[src/rtl/core_pkg.sv]
// Shared definitions for the five-stage core: widths, forwarding select codes,
// control-bundle field offsets and the register-writer match helper.
package core_pkg;

    localparam int XLEN   = 32;
    localparam int CTRL_W = 8;

    localparam logic [1:0] FWD_RF    = 2'b00;
    localparam logic [1:0] FWD_MEMWB = 2'b01;
    localparam logic [1:0] FWD_EXMEM = 2'b10;

    // Layout of the pass-through control bundle carried in id_ctrl/ex_ctrl.
    localparam int CTRL_ALU_OP_LSB = 0;
    localparam int CTRL_ALU_OP_W   = 4;
    localparam int CTRL_ALU_SRC    = 4;
    localparam int CTRL_BRANCH     = 5;
    localparam int CTRL_JUMP       = 6;
    localparam int CTRL_WB_SEL     = 7;

    // A writer only matters when it writes a nonzero register; x0 never matches.
    function automatic logic reg_match(input logic we, input logic [4:0] rd,
                                       input logic [4:0] src);
        return we && (rd != 5'd0) && (rd == src);
    endfunction

endpackage

[src/rtl/hazard_detect.sv]
// RAW hazard detection and EX operand-forwarding selects for the ID/EX boundary.
// FORWARD_EN selects between load-use-only stalls with forwarding and full RAW stalls.
module hazard_detect
    import core_pkg::*;
(
    input  logic       rst,
    input  logic       id_valid,
    input  logic [4:0] id_rs1,
    input  logic [4:0] id_rs2,
    input  logic       ex_valid,
    input  logic       ex_reg_write,
    input  logic       ex_mem_read,
    input  logic [4:0] ex_rd,
    input  logic [4:0] ex_rs1,
    input  logic [4:0] ex_rs2,
    input  logic       ex_flush,
    input  logic       ex_hold,
    input  logic [4:0] exmem_rd,
    input  logic       exmem_reg_write,
    input  logic [4:0] memwb_rd,
    input  logic       memwb_reg_write,
    output logic       bubble,
    output logic       stall_if_id,
    output logic [1:0] fwd_a,
    output logic [1:0] fwd_b
);

`ifdef FORWARD_EN
    function automatic logic [1:0] fwd_sel(input logic [4:0] src,
                                           input logic       em_we, input logic [4:0] em_rd,
                                           input logic       mw_we, input logic [4:0] mw_rd);
        if (reg_match(em_we, em_rd, src)) return FWD_EXMEM;
        if (reg_match(mw_we, mw_rd, src)) return FWD_MEMWB;
        return FWD_RF;
    endfunction
`else
    logic unused_fwd_inputs;
    assign unused_fwd_inputs = ^{ex_mem_read, ex_rs1, ex_rs2, memwb_rd, memwb_reg_write};
`endif

    logic ex_writer;
    logic ex_hit;

    always_comb begin
        ex_writer = ex_valid && ex_reg_write;
        ex_hit    = reg_match(ex_writer, ex_rd, id_rs1) || reg_match(ex_writer, ex_rd, id_rs2);
`ifdef FORWARD_EN
        bubble = id_valid && ex_mem_read && ex_hit;
        fwd_a  = fwd_sel(ex_rs1, exmem_reg_write, exmem_rd, memwb_reg_write, memwb_rd);
        fwd_b  = fwd_sel(ex_rs2, exmem_reg_write, exmem_rd, memwb_reg_write, memwb_rd);
`else
        // Without forwarding, any producer still in EX or EX/MEM is too young to read.
        bubble = id_valid && (ex_hit
                              || reg_match(exmem_reg_write, exmem_rd, id_rs1)
                              || reg_match(exmem_reg_write, exmem_rd, id_rs2));
        fwd_a  = FWD_RF;
        fwd_b  = FWD_RF;
`endif
        // A flush redirects fetch, so holding IF/ID would only delay the new path.
        stall_if_id = !rst && !ex_flush && (ex_hold || bubble);
        if (rst) begin
            fwd_a = FWD_RF;
            fwd_b = FWD_RF;
        end
    end

endmodule

[src/rtl/id_ex_stage.sv]
// ID/EX pipeline register with flush, hold and bubble insertion.
// Define FORWARD_EN to enable operand forwarding (load-use stalls only).
module id_ex_stage
    import core_pkg::*;
#(
    parameter int CTRL_W = core_pkg::CTRL_W,
    parameter int XLEN   = core_pkg::XLEN
) (
    input  logic              clk,
    input  logic              rst,
    input  logic              id_valid,
    input  logic [XLEN-1:0]   id_pc,
    input  logic [4:0]        id_rs1,
    input  logic [4:0]        id_rs2,
    input  logic [4:0]        id_rd,
    input  logic [XLEN-1:0]   id_rd1,
    input  logic [XLEN-1:0]   id_rd2,
    input  logic [XLEN-1:0]   id_imm,
    input  logic              id_reg_write,
    input  logic              id_mem_read,
    input  logic              id_mem_write,
    input  logic [CTRL_W-1:0] id_ctrl,
    input  logic              ex_flush,
    input  logic              ex_hold,
    input  logic [4:0]        exmem_rd,
    input  logic              exmem_reg_write,
    input  logic [4:0]        memwb_rd,
    input  logic              memwb_reg_write,
    output logic              ex_valid,
    output logic              ex_reg_write,
    output logic              ex_mem_read,
    output logic              ex_mem_write,
    output logic [XLEN-1:0]   ex_pc,
    output logic [XLEN-1:0]   ex_rd1,
    output logic [XLEN-1:0]   ex_rd2,
    output logic [XLEN-1:0]   ex_imm,
    output logic [4:0]        ex_rs1,
    output logic [4:0]        ex_rs2,
    output logic [4:0]        ex_rd,
    output logic [CTRL_W-1:0] ex_ctrl,
    output logic              stall_if_id,
    output logic [1:0]        fwd_a,
    output logic [1:0]        fwd_b
);

    logic [3:0]        ctl_q, ctl_d;
    logic [XLEN-1:0]   pc_q, pc_d, rd1_q, rd1_d, rd2_q, rd2_d, imm_q, imm_d;
    logic [4:0]        rs1_q, rs1_d, rs2_q, rs2_d, rd_q, rd_d;
    logic [CTRL_W-1:0] ctrl_q, ctrl_d;
    logic              bubble;

    hazard_detect u_hazard (
        .rst             (rst),
        .id_valid        (id_valid),
        .id_rs1          (id_rs1),
        .id_rs2          (id_rs2),
        .ex_valid        (ex_valid),
        .ex_reg_write    (ex_reg_write),
        .ex_mem_read     (ex_mem_read),
        .ex_rd           (ex_rd),
        .ex_rs1          (ex_rs1),
        .ex_rs2          (ex_rs2),
        .ex_flush        (ex_flush),
        .ex_hold         (ex_hold),
        .exmem_rd        (exmem_rd),
        .exmem_reg_write (exmem_reg_write),
        .memwb_rd        (memwb_rd),
        .memwb_reg_write (memwb_reg_write),
        .bubble          (bubble),
        .stall_if_id     (stall_if_id),
        .fwd_a           (fwd_a),
        .fwd_b           (fwd_b)
    );

    always_comb begin
        ctl_d  = {id_valid, id_reg_write, id_mem_read, id_mem_write};
        pc_d   = id_pc;
        rd1_d  = id_rd1;
        rd2_d  = id_rd2;
        imm_d  = id_imm;
        rs1_d  = id_rs1;
        rs2_d  = id_rs2;
        rd_d   = id_rd;
        ctrl_d = id_ctrl;
        // Flush outranks hold; a bubble only applies when EX is free to advance.
        if (ex_flush || (!ex_hold && bubble)) begin
            ctl_d = '0;
        end else if (ex_hold) begin
            ctl_d  = ctl_q;
            pc_d   = pc_q;
            rd1_d  = rd1_q;
            rd2_d  = rd2_q;
            imm_d  = imm_q;
            rs1_d  = rs1_q;
            rs2_d  = rs2_q;
            rd_d   = rd_q;
            ctrl_d = ctrl_q;
        end
    end

    always_ff @(posedge clk or posedge rst) begin
        if (rst) begin
            ctl_q  <= '0;
            pc_q   <= '0;
            rd1_q  <= '0;
            rd2_q  <= '0;
            imm_q  <= '0;
            rs1_q  <= '0;
            rs2_q  <= '0;
            rd_q   <= '0;
            ctrl_q <= '0;
        end else begin
            ctl_q  <= ctl_d;
            pc_q   <= pc_d;
            rd1_q  <= rd1_d;
            rd2_q  <= rd2_d;
            imm_q  <= imm_d;
            rs1_q  <= rs1_d;
            rs2_q  <= rs2_d;
            rd_q   <= rd_d;
            ctrl_q <= ctrl_d;
        end
    end

    assign {ex_valid, ex_reg_write, ex_mem_read, ex_mem_write} = ctl_q;
    assign ex_pc   = pc_q;
    assign ex_rd1  = rd1_q;
    assign ex_rd2  = rd2_q;
    assign ex_imm  = imm_q;
    assign ex_rs1  = rs1_q;
    assign ex_rs2  = rs2_q;
    assign ex_rd   = rd_q;
    assign ex_ctrl = ctrl_q;

endmodule

[config.mk]
export PLATFORM = sky130hd
export DESIGN_NAME = id_ex_stage
export DESIGN_NICKNAME = d
export VERILOG_FILES = /design/src/rtl/core_pkg.sv /design/src/rtl/hazard_detect.sv /design/src/rtl/id_ex_stage.sv
export SDC_FILE = /design/constraint.sdc
export NUM_CORES = 1
export LEC_CHECK = 0
export CELL_PAD_IN_SITES_DETAIL_PLACEMENT = 1
export CELL_PAD_IN_SITES_GLOBAL_PLACEMENT = 2
export CORE_MARGIN = 4
export CORE_UTILIZATION = 22
export CTS_BUF_LIST = sky130_fd_sc_hd__clkbuf_8
export DETAILED_ROUTE_END_ITERATION = 6
export PLACE_DENSITY = 0.79
export SLEW_MARGIN = 40
export SYNTH_ARGS = -nofsm -noshare
export SYNTH_HDL_FRONTEND = slang
export SYNTH_SLANG_ARGS = --single-unit
export TNS_END_PERCENT = 30
[constraint.sdc]
create_clock -name clk -period 7.35 [get_ports clk]
set_clock_uncertainty 0.15 [all_clocks]
set_input_delay 1.47 -clock clk [delete_from_list [all_inputs] [get_ports clk]]
set_output_delay 1.47 -clock clk [all_outputs]
set_load 0.05 [all_outputs]
==> results of run 1 <==
[cells by family after synthesis]
family | share of synthesized area (%)
AOI/OAI and AO/OA | 1.42
xor gates and xnor gates | 2.88
buffers and inverters | 2.77
DFF | 63.7
other | 0.0616
and+or+nand+nor | 29.2
[per-layer routing]
metal  wire length [um]  vias up  GRT usage, %  part of all wire, %
met5                 13        -             0                0.059
met4                259        2          3.27                  1.2
met3               2120       16          6.20                  9.6
met2              10500      204          23.5                   47
met1               9270     2639          17.5                   42
li1                   -     2710             -                    -
[flip-flops by register name, indices dropped and copies added (netlist names)]
name and cells:
ex_rd1 32, ctl_q 4, ex_rs1 5, ex_ctrl 8
ex_rd2 32, ex_rs2 5, ex_imm 32, ex_pc 32
ex_rd 5
[worst paths after layout]
path,start,end,depth (start not counted)
max in group asynchronous,rst,ex_pc[7],3
worst max-delay path,exmem_rd[1],stall_if_id,6
worst min register to register,ex_imm[21],ex_imm[21],2
worst max register to register,ex_rd[4],ctl_q[2],5
worst min-delay path,ex_imm[21],ex_imm[21],2
min in group asynchronous,rst,ex_pc[19],2
[synth_stat cells (all sizes together)]
cell / number
nor3b: 1
buf: 11
nand2b: 1
nor2: 3
a211oi: 1
o311a: 1
inv: 2
xnor2: 20
o22ai: 2
a32o: 3
or3: 1
nand2: 457
a22oi: 1
a22o: 1
nor3: 1
clkbuf: 27
a21oi: 1
nand3: 5
conb: 1
dfrtp: 155
[report_power, final]
part | internal (W) | switching (W)
clock | 0.000381 | 0.000358
combinational | 0.000237 | 0.000409
sequential | 0.000922 | 0.0000401
[layout make-up]
type	count	area, um2
fillers	3191	17000
clock buffers	18	248
inverters	2	12.5
repair buffers	325	3260
flip-flops and latches	155	3880
multi-input cells	503	2070
clock inverters	12	184
well taps	372	465
[through the flow]
step	total power (W)	utilization (%)	setup slack, ns	instances
floorplan	0.00135	-	1.55	698
global placement	0.00163	35.7	1.88	1357
detailed placement	0.00164	35.7	1.85	1357
CTS	0.00240	37.3	1.85	1387
global route	0.00247	37.3	1.77	1387
finish	0.00235	37.3	1.88	1387
[layout by cell type (no fill, tap or decap), types with 2 or more instances in the layout]
| cell type | Yosys | routed |
|---|---|---|
| conb_1 | 1 | 4 |
| xnor2_1 | 20 | 20 |
| buf_4 | 4 | 2 |
| o22ai_1 | 2 | 2 |
| nor2_1 | 3 | 2 |
| buf_6 | 0 | 2 |
| clkbuf_8 | 0 | 18 |
| clkdlybuf4s50_1 | 0 | 320 |
| dfrtp_1 | 155 | 155 |
| nand3_1 | 5 | 5 |
| inv_6 | 0 | 6 |
| clkinvlp_4 | 0 | 2 |
| a32o_1 | 3 | 3 |
| nand2_1 | 457 | 457 |
| bufinv_16 | 0 | 4 |
[critical path, cell delays in order]
cell	delay [ns]
clkdlybuf4s50_1	0.50
or3_1	0.40
o311a_1	0.30
a22oi_2	0.33
a211oi_1	0.13
clkdlybuf4s50_1	0.72
==> results.tsv, run 1 <==
stage	metric	value	unit
status	result of the run	completed	
sta	fmax	0.183	GHz
floorplanning	die width	174	um
critical_path	CP Capture Type	primary output	
logic_synthesis	post-synthesis average cell area	8.76	um2
floorplanning	Die H	174	um
sta	Fin Hold WS	0.318	ns
sta	Final Hold Violating Endpoints	0	
cells_and_area	layout cells sized above 1	3.84	%
routing	wire per inst	16.0	um
logic_synthesis	Synthesis Warnings	0	
floorplanning	FP Rows	60	
cells_and_area	final net count	1175	
clock_network	post-CTS setup buffers	0	
grt	GRT overflow	0	
clock_network	root buffer cell	clkbuf_8	
sta	RSZ-0062 raised after global routing	no	
routing	vias post-DR	5571	
grt	initial antenna violation count	1	
floorplanning	die area	30400	um2
sta	final setup TNS	0	ns
floorplanning	core box area	27100	um2
cells_and_area	Layout area overhead	66.1	%
grt	number of global-route vias before repair	5840	
critical_path	Required @ worst endpoint	5.73	ns
clock_network	CTS tree	built	
clock_network	hold buffer count at cts	0	
sta	min Tclk post-route	5.47	ns
place	Post-DP Area	9680	um2
routing	routed wire length	22100	um
logic_synthesis	Mapped Area	6090	um2
sta	Final period util	74.5	%
clock_network	PostCTS Resize Cnt	0	
pwr	peak supply drop	0.103	mV
clock_network	TritonCTS Buffers	17	
cells_and_area	Final Instance Area	10100	um2
logic_synthesis	Yosys top cell by area	dfrtp_1	
cells_and_area	diodes inserted	0	
sta	Slew Limit Fails	0	
routing	drt pass-1 iters	4	
sta	worst slew pin tran	0.839	ns
place	Final Wtd Congestion	0.751	
logic_synthesis	post-synthesis cell type count	22	
place	port bufs	320	
logic_synthesis	Synth Instances	695	
clock_network	Clock transition at path regs	0.07	ns
clock_network	H-Tree Depth	4	
flow_run	Max-Cap Viols	0	
min_path	Worst Hold Class	flip-flop to flip-flop	
logic_synthesis	area share of the largest cell type after synthesis	63.7	%
critical_path	WP data arrival	3.85	ns
critical_path	WS Path Type	input pin to primary output	
pwr	Leakage Power	4.76	nW
logic_synthesis	register area share after synthesis	63.7	%
floorplanning	Starting Density	22.5	%
grt	largest net degree at the start of global routing	143	
critical_path	Reg2Reg Setup Slack	5.66	ns
logic_synthesis	Yosys reg bits	155	
routing	routed vias/inst	4.02	
pwr	ratio of total power to cell area	232	nW/um2
clock_network	clock latency at the later pin of the worst-skew pair	0.44	ns
routing	DRT iter0 DRCs	240	
sta	# setup viols final	0	
critical_path	critical path fanouts, max	5	
routing	post-route DRC violation count	0	
grt	first-pass GRT wire length	34500	um
grt	GR Util All Layers	14.3	%
sta	Slew headroom	44.1	%
critical_path	crit start category	input pin	
routing	Post-DRT Antenna Nets	0	
logic_synthesis	dominant cells by area after synthesis	dfrtp_1 (64%), nand2_1 (28%), xnor2_1 (2.9%)	
clock_network	CTS Buffer Depth	2	
place	post-detail-place hpwl	15700	um
floorplanning	# IOs	331	
clock_network	CTS Sinks	155	
Note: power is estimated with default switching activity, not from simulation.
==> run 2, diff against run 1 <==
clock period = 5.7 ns   (was 7.35 ns; I/O delays follow)
==> run 2 against run 1 <==
Net effect: sequential cell count stayed put; sequential share of layout area hardly changed; sequential power is 29% higher; critical endpoint unchanged.
==> results.tsv, run 2 (synthesized netlist as in run 1, its figures left out) <==
stage	metric	value	unit	change
clock_network	TritonCTS Buffers	17		unchanged
clock_network	CTS Buffer Depth	2		unchanged
floorplanning	Die H	174	um	unchanged
sta	worst slew pin tran	0.670	ns	-0.169 ns
cells_and_area	Layout area overhead	66.0	%	about the same
cells_and_area	Storage cell area	3880	um2	unchanged
floorplanning	Starting Density	22.5	%	unchanged
clock_network	H-Tree Depth	4		unchanged
flow_run	Max-Cap Viols	0		unchanged
sta	Slew Limit Fails	0		unchanged
sta	Slew headroom	55.3	%	+11 points
routing	routed wire length	22300	um	+0.61%
critical_path	Required @ worst endpoint	4.41	ns	-1.32 ns
floorplanning	FP Rows	60		unchanged
cells_and_area	Cell Count, Final, Fillers Out	1386		-0.072%
routing	wire per inst	16.1	um	+0.68%
cells_and_area	Multi-input gate area	2070	um2	unchanged
sta	Final period util	85.1	%	
cells_and_area	most frequent cells in the layout	nand2_1 (457), clkdlybuf4s50_1 (320), dfrtp_1 (155), xnor2_1 (20), clkbuf_8 (18)		
pwr	Leakage Power	4.75	nW	-0.13%
routing	drt pass-1 iters	4		unchanged
grt	GR Util All Layers	14.4	%	+0.053 points
sta	RSZ-0062 raised after global routing	no		
sta	min Tclk post-route	4.85	ns	
cells_and_area	Filler cells	3188		-0.094%
critical_path	critical path fanouts, max	5		unchanged
sta	# setup viols final	0		unchanged
grt	first-pass GRT wire length	34500	um	+0.18%
sta	final setup TNS	0	ns	unchanged
grt	number of global-route vias before repair	5886		+0.79%
cells_and_area	most common cell after layout, fill and taps aside	nand2_1		
sta	Final Hold Violating Endpoints	0		unchanged
critical_path	WP data arrival	3.56	ns	-0.29 ns
routing	vias post-DR	5612		+0.74%
pwr	P_int	0.00194	W	+26%
place	post-detail-place hpwl	15800	um	+0.52%
min_path	Worst Hold Class	flip-flop to flip-flop		
clock_network	Clock transition at path regs	0.09	ns	+0.02 ns
cells_and_area	Layout Utilization	37.3	%	about the same
cells_and_area	diodes inserted	0		unchanged
pwr	Clock power frac	30.5	%	-1.0 points
critical_path	CP Capture Type	primary output		
status	result of the run	completed		
floorplanning	die area	30400	um2	unchanged
grt	largest net degree at the start of global routing	133		-7.0%
sta	fmax	0.206	GHz	
place	Post-DP Area	9700	um2	+0.17%
pwr	peak supply drop	0.121	mV	+18%
routing	post-route DRC violation count	0		unchanged
grt	initial antenna violation count	1		unchanged
routing	Top Layer Used	met5		
floorplanning	die width	174	um	unchanged
routing	DRT iter0 DRCs	178		-26%
clock_network	clock latency at the later pin of the worst-skew pair	0.44	ns	about the same
place	# placed instances	1356		-0.074%
floorplanning	core box area	27100	um2	unchanged
routing	DR WL met2	10700	um	+1.7%
critical_path	crit start category	input pin		
clock_network	hold buffer count at cts	0		unchanged
pwr	ratio of total power to cell area	296	nW/um2	+27%
clock_network	root buffer cell	clkbuf_8		
pwr	fraction of power spent switching nets	35.0	%	+0.59 points
clock_network	CTS Sinks	155		unchanged
critical_path	WS Path Type	input pin to primary output		
clock_network	post-CTS setup buffers	0		unchanged
place	port bufs	320		unchanged
pwr	Combinational Power Share	28.0	%	+0.5 points
pwr	Sw Pwr	0.00104	W	+29%
cells_and_area	layout cells sized above 1	3.75	%	-0.095 points
routing	Met3 Routed Length	1900	um	-10%
routing	Metal-1 WL	9390	um	+1.3%
cells_and_area	final net count	1174		-0.085%
place	Final Wtd Congestion	0.751		-0.11%
pwr	sequential fraction of design power	41.5	%	+0.5 points
clock_network	PostCTS Resize Cnt	0		unchanged
grt	GRT overflow	0		unchanged
clock_network	CTS tree	built		
floorplanning	# IOs	331		unchanged
routing	Post-DRT Antenna Nets	0		unchanged
routing	routed vias/inst	4.05		+0.81%
cells_and_area	Final Instance Area	10100	um2	about the same
[run 2: cell types whose count changed in the layout (fill, tap and decap cells not counted)]
cell	change
buf_12	+2
buf_6	-2
clkinv_4	+2
inv_6	-2
buf_4	-1
bufinv_16	-1
inv_8	+1
[run 2: area by class of cell]
type / instances / share of cell area, %
Timing Repair Buffer: 324 / 32.4
Multi-Input combinational cell: 503 / 20.5
Inverter: 2 / 0.149
Sequential cell: 155 / 38.4
Tap cell: 372 / 4.60
Clock buffer: 18 / 2.45
Clock inverter: 12 / 1.61
[run 2: final timing paths]
path                                  start           to  slack (ns)  depth (start not counted)
worst max-delay path            exmem_rd[1]  stall_if_id        0.85                          6
worst min register to register   ex_rd2[13]   ex_rd2[13]        0.32                          2
worst min-delay path             ex_rd2[13]   ex_rd2[13]        0.32                          2
worst max register to register     ex_rd[0]     ctl_q[2]        3.98                          5
min in group asynchronous               rst    ex_imm[4]        1.07                          2
max in group asynchronous               rst   ex_rd1[26]        3.43                          3
[run 2: routing by layer]
layer / global-route usage (%) / vias to the layer above
met5: 0 / -
met4: 3.53 / 2
met3: 5.83 / 17
met2: 24.1 / 198
met1: 17.3 / 2686
li1: - / 2709
[run 2: critical path: stages]
cell,delay [ns]
clkdlybuf4s50_1,0.52
or3_1,0.41
o311a_1,0.30
a22oi_2,0.31
a211oi_1,0.15
clkdlybuf4s50_1,0.72
[run 2: power groups by stage]
stage	sequential, W	combinational, W	clock [W]
final	0.00124	0.000835	0.000912
after global routing	0.00126	0.000886	0.00101
after CTS	0.00124	0.000850	0.000962
after detailed placement	0.00126	0.000848	0
after global placement	0.00126	0.000841	0
after floorplan	0.00158	0.000152	0
[run 2: per-stage QoR]
stage | setup slack, ns | power (W) | hold slack [ns]
global placement | 0.886 | 0.00210 | 0.298
CTS | 0.834 | 0.00305 | 0.327
floorplan | 0.232 | 0.00174 | 0.589
finish | 0.847 | 0.00299 | 0.318
detailed placement | 0.846 | 0.00211 | 0.305
global route | 0.737 | 0.00315 | 0.341
==> run 3, diff against run 2 <==
--- a/constraint.sdc
+++ b/constraint.sdc
@@ -4,2 +4,2 @@
 set_output_delay 1.14 -clock clk [all_outputs]
-set_load 0.05 [all_outputs]
+set_load 0.02 [all_outputs]
==> run 3 against run 2 <==
Net effect: cell count up 0.14%; sequential cell count unchanged; worst hold slack better by 0.0018 ns; highest routed layer unchanged.
==> results.tsv, run 3 (synthesized netlist as in run 1, its figures left out) <==
stage	metric	value	unit	change
status	result of the run	completed		
cells_and_area	Final Instance Area	10100	um2	-0.45%
critical_path	crit start category	input pin		
clock_network	TritonCTS Buffers	17		unchanged
critical_path	WS Path Type	input pin to primary output		
pwr	Sw Pwr	0.000862	W	-17%
min_path	Worst Hold Class	flip-flop to flip-flop		
pwr	peak supply drop	0.129	mV	+6.1%
routing	wire per inst	15.8	um	-1.9%
sta	Final period util	81.4	%	-3.7 points
grt	largest net degree at the start of global routing	94		-29%
sta	final setup TNS	0	ns	unchanged
sta	# setup viols final	0		unchanged
routing	routed vias/inst	4.00		-1.2%
place	Final Wtd Congestion	0.754		+0.48%
grt	initial antenna violation count	1		unchanged
grt	met3 usage	5.74	%	-0.087 points
floorplanning	die width	174	um	unchanged
sta	Slew Limit Fails	0		unchanged
grt	first-pass GRT wire length	34200	um	-0.96%
sta	Final Hold Violating Endpoints	0		unchanged
clock_network	post-CTS setup buffers	0		unchanged
routing	Post-DRT Antenna Nets	0		unchanged
sta	RSZ-0062 raised after global routing	no		
routing	vias post-DR	5550		-1.1%
floorplanning	FP Rows	60		unchanged
cells_and_area	Filler cells	3142		-1.4%
routing	post-route DRC violation count	0		unchanged
clock_network	CTS Buffer Depth	2		unchanged
critical_path	CP top delay family	buffers and inverters		
critical_path	Critical Path Max Stage Delay	0.56	ns	-0.16 ns
floorplanning	Starting Density	22.5	%	unchanged
floorplanning	core box area	27100	um2	unchanged
pwr	sequential fraction of design power	46.1	%	+4.6 points
grt	GR Util All Layers	14.2	%	-0.15 points
cells_and_area	most frequent cells in the layout	nand2_1 (457), clkdlybuf4s50_1 (320), dfrtp_1 (155), xnor2_1 (20), clkbuf_8 (18)		
routing	DRT iter0 DRCs	179		+0.56%
critical_path	most frequent cell on the critical path	clkdlybuf4s50_1		
critical_path	critical path fanouts, max	5		unchanged
critical_path	Required @ worst endpoint	4.41	ns	about the same
pwr	Combinational Power Share	22.9	%	-5.1 points
grt	GR peak layer	met2		
clock_network	clock latency at the later pin of the worst-skew pair	0.45	ns	about the same
clock_network	CTS tree	built		
pwr	Clock power frac	31.0	%	+0.5 points
clock_network	hold buffer count at cts	0		unchanged
cells_and_area	Layout area overhead	65.3	%	
place	post-detail-place hpwl	15600	um	-1.4%
sta	fmax	0.216	GHz	+4.6%
cells_and_area	final net count	1174		unchanged
cells_and_area	most common cell after layout, fill and taps aside	nand2_1		
cells_and_area	layout cells sized above 1	3.94	%	+0.19 points
floorplanning	die area	30400	um2	unchanged
pwr	Leakage Power	4.74	nW	-0.33%
grt	met2 usage	23.4	%	-0.71 points
place	port bufs	320		unchanged
critical_path	cell chain of the critical path	clkdlybuf4s50_1 -> or3_1 -> o311a_1 -> a22oi_2 -> a211oi_1 -> clkdlybuf4s50_1		
sta	worst slew pin tran	0.774	ns	+0.104 ns
routing	drt pass-1 iters	6		+2
clock_network	Clock transition at path regs	0.10	ns	about the same
clock_network	H-Tree Depth	4		unchanged
grt	GRT overflow	0		unchanged
grt	number of global-route vias before repair	5901		+0.25%
critical_path	WP data arrival	3.35	ns	-0.21 ns
critical_path	worst path bufs/invs	2		unchanged
sta	min Tclk post-route	4.64	ns	-0.213 ns
critical_path	Slowest cell on crit path	clkdlybuf4s50_1		
flow_run	Max-Cap Viols	0		unchanged
pwr	fraction of power spent switching nets	32.0	%	-2.9 points
critical_path	CP Capture Type	primary output		
routing	routed wire length	21900	um	-1.7%
cells_and_area	diodes inserted	0		unchanged
clock_network	PostCTS Resize Cnt	0		unchanged
sta	Slew headroom	48.4	%	-6.9 points
floorplanning	# IOs	331		unchanged
clock_network	root buffer cell	clkbuf_8		
clock_network	CTS Sinks	155		unchanged
place	Post-DP Area	9690	um2	about the same
grt	met1 Use GR	17.1	%	-0.23 points
pwr	ratio of total power to cell area	268	nW/um2	-9.5%
floorplanning	Die H	174	um	unchanged
pwr	P_int	0.00183	W	-5.8%
run 3: worst min-delay path, delay by kind of cell (launching register included):
family,cells,cell delay (ns)
flip-flops,1,0.35
AND/OR/NAND/NOR,2,0.10
run 3: area by class of cell:
class	count	area [um2]	share of cell area [%]
repair buffers	324	3260	32.4
inverters	2	15.0	0.149
flip-flops and latches	155	3880	38.5
clock inverters	14	126	1.26
multi-input cells	503	2070	20.6
well taps	372	465	4.63
clock buffers	18	248	2.46
run 3: worst paths after layout:
check | start | to | slack (ns) | cells after the start
hold / removal | ex_imm[14] | ex_imm[14] | 0.32 | 2
max in group asynchronous | rst | ex_imm[9] | 3.47 | 3
setup reg to reg | ex_rd[2] | ctl_q[1] | 4.02 | 5
hold reg to reg | ex_imm[14] | ex_imm[14] | 0.32 | 2
setup / recovery | exmem_rd[1] | stall_if_id | 1.06 | 6
min in group asynchronous | rst | ex_rd1[4] | 1.10 | 2
run 3: per-layer routing:
| layer | wire, um | vias to the layer above |
|---|---|---|
| li1 | - | 2708 |
| met1 | 9090 | 2617 |
| met2 | 10400 | 204 |
| met3 | 2030 | 19 |
| met4 | 393 | 2 |
| met5 | 13 | - |
run 3: stage by stage:
stage | power [W] | util [%] | setup WS (ns) | hold WS, ns | instances
floorplan | 0.00152 | - | 0.232 | 0.433 | 698
global placement | 0.00188 | 35.7 | 1.05 | 0.298 | 1356
detailed placement | 0.00189 | 35.8 | 1.05 | 0.304 | 1356
CTS | 0.00276 | 37.1 | 1.04 | 0.325 | 1388
global route | 0.00285 | 37.1 | 0.955 | 0.340 | 1388
finish | 0.00269 | 37.1 | 1.06 | 0.320 | 1388
run 3: power by group through the flow:
| stage | Sequential, W | Combinational [W] | Clock (W) |
|---|---|---|---|
| after global placement | 0.00126 | 0.000624 | 0 |
| after CTS | 0.00124 | 0.000630 | 0.000886 |
| after detailed placement | 0.00126 | 0.000628 | 0 |
| after floorplan | 0.00137 | 0.000148 | 0 |
| final | 0.00124 | 0.000616 | 0.000835 |
| after global routing | 0.00125 | 0.000667 | 0.000930 |
